File: config.mk
export PLATFORM = sky130hd
export DESIGN_NAME = pc_unit
export DESIGN_NICKNAME = d
export VERILOG_FILES = /design/src/rtl/cpu_pkg.sv /design/src/rtl/npc_target.sv /design/src/rtl/pc_unit.sv
export SDC_FILE = /design/constraint.sdc
export NUM_CORES = 1
export LEC_CHECK = 0
export CORE_MARGIN = 2
export CORE_UTILIZATION = 30
export DETAILED_ROUTE_END_ITERATION = 12
export GPL_TIMING_DRIVEN = 0
export HOLD_SLACK_MARGIN = 0.03
export RECOVER_POWER = 50
export SYNTH_ARGS = -nofsm -noshare
export SYNTH_HDL_FRONTEND = slang
export SYNTH_SLANG_ARGS = --single-unit
File: constraint.sdc
create_clock -name clk -period 4.2 [get_ports clk]
set_input_delay 0.84 -clock clk [delete_from_list [all_inputs] [get_ports clk]]
set_output_delay 0.84 -clock clk [all_outputs]
set_load 0.01 [all_outputs]
File: src/rtl/cpu_pkg.sv
// ============================================================================
// Module  : cpu_pkg
// Brief   : Shared next-PC op encodings, trap cause codes and PC FSM states.
// Revision: 1.0 - initial release
// ============================================================================
`default_nettype none

package cpu_pkg;

  localparam logic [1:0] NPC_OP_PC4    = 2'b00;
  localparam logic [1:0] NPC_OP_JALR   = 2'b01;
  localparam logic [1:0] NPC_OP_BRANCH = 2'b10;
  localparam logic [1:0] NPC_OP_JAL    = 2'b11;

  localparam int unsigned CAUSE_IMISALIGN = 0;
  localparam int unsigned CAUSE_ILLEGAL   = 2;
  localparam int unsigned CAUSE_ECALL     = 11;

  typedef enum logic [1:0] {
    ST_RUN     = 2'd0,
    ST_HANDLER = 2'd1,
    ST_HALT    = 2'd2
  } pc_state_e;

endpackage

`default_nettype wire

File: src/rtl/npc_target.sv
// ============================================================================
// Module  : npc_target
// Brief   : Combinational next-PC target select with JALR LSB clear and
//           instruction-misalignment flag.
// Revision: 1.0 - initial release
// ============================================================================
`default_nettype none

module npc_target
  import cpu_pkg::*;
#(
  parameter int XLEN   = 32,
  parameter int IALIGN = 32
) (
  input  logic [1:0]      op,
  input  logic            if_branch,
  input  logic [XLEN-1:0] pc,
  input  logic [XLEN-1:0] ra,
  input  logic [XLEN-1:0] imm,
  output logic [XLEN-1:0] tgt,
  output logic            mis
);

  logic [XLEN-1:0] w_pc4;
  logic [XLEN-1:0] w_pc_imm;
  logic [XLEN-1:0] w_jalr;

  assign w_pc4    = pc + XLEN'(4);
  assign w_pc_imm = pc + imm;
  assign w_jalr   = (ra + imm) & ~XLEN'(1);

  always_comb begin
    tgt = w_pc4;
    case (op)
      NPC_OP_PC4:    tgt = w_pc4;
      NPC_OP_JALR:   tgt = w_jalr;
      NPC_OP_BRANCH: tgt = if_branch ? w_pc_imm : w_pc4;
      NPC_OP_JAL:    tgt = w_pc_imm;
      default:       tgt = w_pc4;
    endcase
  end

  // With compressed instructions (IALIGN=16) every even target is legal.
  generate
    if (IALIGN == 32) begin : g_align32
      assign mis = tgt[1];
    end else begin : g_align16
      assign mis = 1'b0;
    end
  endgenerate

endmodule

`default_nettype wire

File: src/rtl/pc_unit.sv
// ============================================================================
// Module  : pc_unit
// Brief   : Architectural PC register, next-PC generation and trap entry/return
//           with a RUN/HANDLER/HALT state machine (sticky double fault).
// Revision: 1.0 - initial release
// ============================================================================
`default_nettype none

module pc_unit
  import cpu_pkg::*;
#(
  parameter int              XLEN      = 32,
  parameter logic [XLEN-1:0] RESET_VEC = '0,
  parameter int              IALIGN    = 32,
  parameter int              CAUSE_W   = 4
) (
  input  logic               clk,
  input  logic               rst_n,
  input  logic               stall,
  input  logic [1:0]         op,
  input  logic               if_branch,
  input  logic [XLEN-1:0]    ra,
  input  logic [XLEN-1:0]    imm,
  input  logic               trap_req,
  input  logic [CAUSE_W-1:0] trap_cause,
  input  logic               mret,
  input  logic [XLEN-1:0]    mtvec,
  output logic [XLEN-1:0]    pc,
  output logic [XLEN-1:0]    pc4,
  output logic [XLEN-1:0]    npc,
  output logic [XLEN-1:0]    mepc,
  output logic [CAUSE_W-1:0] mcause,
  output logic [XLEN-1:0]    mtval,
  output logic               trap_taken,
  output logic               in_handler,
  output logic               halted
);

  pc_state_e          r_state;
  logic [XLEN-1:0]    r_pc;
  logic [XLEN-1:0]    r_mepc;
  logic [CAUSE_W-1:0] r_mcause;
  logic [XLEN-1:0]    r_mtval;
  logic               r_in_handler;
  logic               r_halted;

  logic [XLEN-1:0]    w_tgt;
  logic               w_mis;
  logic [XLEN-1:0]    w_tvec;
  logic               w_active;
  logic               w_trap;
  logic               w_mret_ok;
  logic [XLEN-1:0]    w_npc;
  logic               w_unused_mtvec;

  npc_target #(
    .XLEN   (XLEN),
    .IALIGN (IALIGN)
  ) u_npc_target (
    .op        (op),
    .if_branch (if_branch),
    .pc        (r_pc),
    .ra        (ra),
    .imm       (imm),
    .tgt       (w_tgt),
    .mis       (w_mis)
  );

  assign w_tvec         = {mtvec[XLEN-1:2], 2'b00};
  assign w_unused_mtvec = ^mtvec[1:0];

  // Stall and HALT both freeze the unit; nothing below may fire then.
  assign w_active  = !stall && (r_state != ST_HALT);
  assign w_trap    = w_active && (trap_req || w_mis);
  assign w_mret_ok = w_active && !w_trap && mret && (r_state == ST_HANDLER);

  always_comb begin
    w_npc = r_pc;
    if (w_trap) begin
      w_npc = w_tvec;
    end else if (w_mret_ok) begin
      w_npc = r_mepc;
    end else if (w_active) begin
      w_npc = w_tgt;
    end
  end

  always_ff @(posedge clk or negedge rst_n) begin
    if (!rst_n) begin
      r_state      <= ST_RUN;
      r_pc         <= RESET_VEC;
      r_mepc       <= '0;
      r_mcause     <= '0;
      r_mtval      <= '0;
      r_in_handler <= 1'b0;
      r_halted     <= 1'b0;
    end else if (w_active) begin
      r_pc <= w_npc;
      if (w_trap) begin
        r_mepc   <= r_pc;
        r_mcause <= trap_req ? trap_cause : CAUSE_W'(CAUSE_IMISALIGN);
        r_mtval  <= trap_req ? '0 : w_tgt;
        // A fault while already handling one is unrecoverable.
        if (r_state == ST_RUN) begin
          r_state      <= ST_HANDLER;
          r_in_handler <= 1'b1;
        end else begin
          r_state      <= ST_HALT;
          r_in_handler <= 1'b0;
          r_halted     <= 1'b1;
        end
      end else if (w_mret_ok) begin
        r_state      <= ST_RUN;
        r_in_handler <= 1'b0;
      end
    end
  end

  assign pc         = r_pc;
  assign pc4        = r_pc + XLEN'(4);
  assign npc        = w_npc;
  assign mepc       = r_mepc;
  assign mcause     = r_mcause;
  assign mtval      = r_mtval;
  assign trap_taken = w_trap;
  assign in_handler = r_in_handler;
  assign halted     = r_halted;

endmodule

`default_nettype wire
==> results.md <==
* Total negative setup slack at -1.374 ns
* Number of vias per cell after detailed routing at 5.734
* Setup skew after layout at roughly 0.014 ns
* Total routing resource utilization after global routing at 27.12%
* Post-Route WL at 44820 um
* Final critical-path required period at 4.410 ns
* Required time reported for the critical path endpoint at 3.36 ns
* Count of placed standard cells including taps at 1807
* Part of the Yosys area used for sequential elements at 28.27%
* Count of unique library cells instantiated by Yosys at 85
* Area of the die at 31800 um2
* Arr. time, crit path at ~3.6 ns
* Count of final hold-check violations at 0
* H-tree depth reported by CTS at 3
* Worst voltage drop across the vdd grid at between 0.3 and 0.4 mV
* Clock latency reported for the late side of the worst-skew pair at 0.35 ns
* Initial antenna violation count at 1
* Largest buffer count on any clock path at 2
* Detail Route Antenna Nets at 0
* DRC errors left at 0
* Count of pins over their slew limit at 106
* Area of the mapped netlist at roughly 9100 um2
* Top cells by area in the synthesized netlist: dfrtp_1 (28%), ha_1 (8.5%), nand2_1 (8.1%), a21oi_1 (5.5%), o21ai_0 (5.3%)
* Area share of the largest cell type after synthesis at 28.27%
* Total setup violations reported at the end of the flow at 13
* CTS tree: yes
* Synthesized flop and latch total at 103
* Maximum number of pins on one net before global-route repair at 70
* Combinational power share at between 70% and 80%
* Number of vias in the routed layout at 11010
* Pleak at 6.205 nW
* Area growth from synthesis to layout at 63.41%
* Post-synthesis average cell area at 7.949 um2
* Core region area at 29800 um2
* Power per Cell Area at 741.4 nW/um2
* Routability cong. at ~0.96
* Hold WS at 0.4752 ns
* HPWL after DPL at about 33000 um
* Total Nets Final at 1697
* Clock Power Share at about 8%
* Die Width at 178.3 um
* Fraction of power spent switching nets at 49.16%
* Type of destination of the critical path: output pin
* Net Count, Synth at 1319
* Setup repair after global routing missed its margin: yes
* Ports placed on the boundary at 275
* Mean routed wirelength per cell at 23.34 um
* Setup ws final at -0.2103 ns
* Number of optimization iterations in the first detailed-route pass at 7
* Global-route congestion overflow total at 0
* Cell at the root of the clock tree: clkbuf_16
* Number of core rows at 63
* Warnings, synthesis at 0
* Pwr Total at between 10 and 15 mW
* Antenna fix cells at 0
* Starting density of the core at 30.60%
* Commonest cells post-synth: nand2_1 (197), dfrtp_1 (103), a21oi_1 (100), o21ai_0 (96), nor2_1 (71)
* Failing checks: max-capacitance violations, max-slew violations, negative setup slack
* Critical path startpoint category: primary input
* Post-Syn Instances at 1147
* Final non-filler cell total at 1920
* Design area at 14900 um2
* Critical setup path kind: in2out
* Fraction of final layout cells sized beyond drive strength 1 at a little over a quarter
* Maximum capacitance violations at 2
* EDFF count, synth at 0
* Input/output buffers at 269
* Clk sink count at 103
* Global-route wire length before repair at approximately 65000 um
* Hold buffers post-CTS at 0
* Number of DRC violations after detailed-routing iteration 0 at 1097
* Pre-CTS setup slack at -1.556 ns
* Design internal power at between 5 and 6 mW
* Max-slew headroom at the worst pin at -29.37%
* Placement Cell Area at 12320 um2
* Post-synthesis async set-or-reset flop share at 100.0%
* Actual slew at the worst max-slew pin at 1.941 ns
* Period Utilization, post-route at 105.0%
* Switching power at 5.431 mW
* Utilization of the core after routing at 50.00%
* Floorplan die height at around 180 um
* Seq pwr share at 20.8%
* Class of the tightest hold or removal check: reg2reg
* Clock slew seen by the registers of the worst setup and hold paths at 0.07 ns
* TritonCTS buffer count at 9
* Most common flop cell mapped by yosys: dfrtp_1
* Most repeated cell in the gate-level netlist after synthesis: nand2_1
* Biggest fanout along the worst timing path at 5
* Number of global-route vias before repair at 10700
* Highest clock frequency the design can meet at about 230 MHz
* Top cell type by total area after synthesis: dfrtp_1
* Outcome: finished, violations left
## state kept, by name, indices dropped and copies added (netlist names)
signal and count:
halted 1, mcause 4, mepc 32, mtval 32, pc 32, r_state 2
## layer usage
metal / wire, um / share of wire [%] / GRT usage [%]
met1: 19160 / 43 / 36.42
met2: 20860 / 47 / 44.10
met3: 3418 / 7.6 / 4.966
met4: 1375 / 3.1 / 8.503
met5: 0 / 0 / 0
## path summary, 6_finish.rpt
path                       cells after the start  endpoint    from  slack, ns
max                                           15   npc[28]  imm[0]      -0.21
min                                            1    halted  halted       0.48
min reg2reg                                    1    halted  halted       0.48
max in group asynchronous                      2     pc[6]   rst_n       0.48
max reg2reg                                   16    pc[29]   pc[7]       0.74
min in group asynchronous                      1   mepc[3]   rst_n       1.02
## final cells by class
| class | count | area, um2 |
|---|---|---|
| Clock buffer | 10 | 229.0 |
| Tap cell | 390 | 488.0 |
| Sequential cell | 103 | 2585 |
| Inverter | 23 | 88.84 |
| Fill cell | 2866 | 14900 |
| Timing Repair Buffer | 381 | 3415 |
| Clock inverter | 6 | 76.32 |
| Multi-Input combinational cell | 955 | 7694 |
| Buffer | 52 | 324.1 |
## power by group through the flow
stage | Clock, mW | Combinational (mW) | Sequential [mW]
final | 0.884 | 7.86 | 2.30
after global routing | 0.939 | 8.43 | 2.35
after CTS | 0.892 | 7.55 | 2.28
after detailed placement | 0 | 6.74 | 2.25
after global placement | 0 | 6.70 | 2.24
after floorplan | 0 | 3.38 | 2.15
## cells by family (layout without fill, tap and decap cells)
family	count (synthesis)	count (layout)	synth area share, %
muxes	7	7	0.7959
buffers and inverters	89	472	3.952
and+or+nand+nor	395	395	19.64
AOI/OAI and AO/OA	415	415	31.21
adders and majority gates	64	64	8.947
DFF	103	103	28.27
xor gates and xnor gates	74	74	7.191
## timing repair
action | 4_1_cts | 5_1_grt
gates resized for setup | 441 | 112
setup endpoints to repair | 34 | 33
pin swaps | 103 | 89
buffers inserted | 82 | 29
## placed cells by master (no fill, tap or decap), types with 14 or more instances in the layout
cell	n
o211ai_1	17
clkbuf_1	16
xnor2_1	42
o21ai_1	22
xor2_1	24
o21ai_0	66
buf_6	16
a21o_1	26
a222oi_1	20
nand2_1	185
nor2_1	62
a21oi_2	21
clkdlybuf4s50_1	120
ha_1	14
nand4_1	21
dlygate4sd2_1	22
inv_1	20
nand3_1	27
dfrtp_1	97
a22oi_1	20
dlygate4sd3_1	73
clkbuf_2	20
a21oi_1	69
buf_2	31
nor3_1	15
ha_4	43
buf_4	109
## worst max-delay path: stages
cell and delay, ns:
buf_8 0.10, and2_4 0.15, fa_2 0.36, a211oi_2 0.24, o21ai_2 0.14, o2111ai_4 0.26
a21oi_4 0.11, a31oi_4 0.20, buf_12 0.14, buf_6 0.10, a31oi_2 0.08, xnor2_1 0.16
a221o_1 0.38, o21ai_2 0.15, buf_2 0.15
Note: power is estimated with default switching activity, not from simulation.
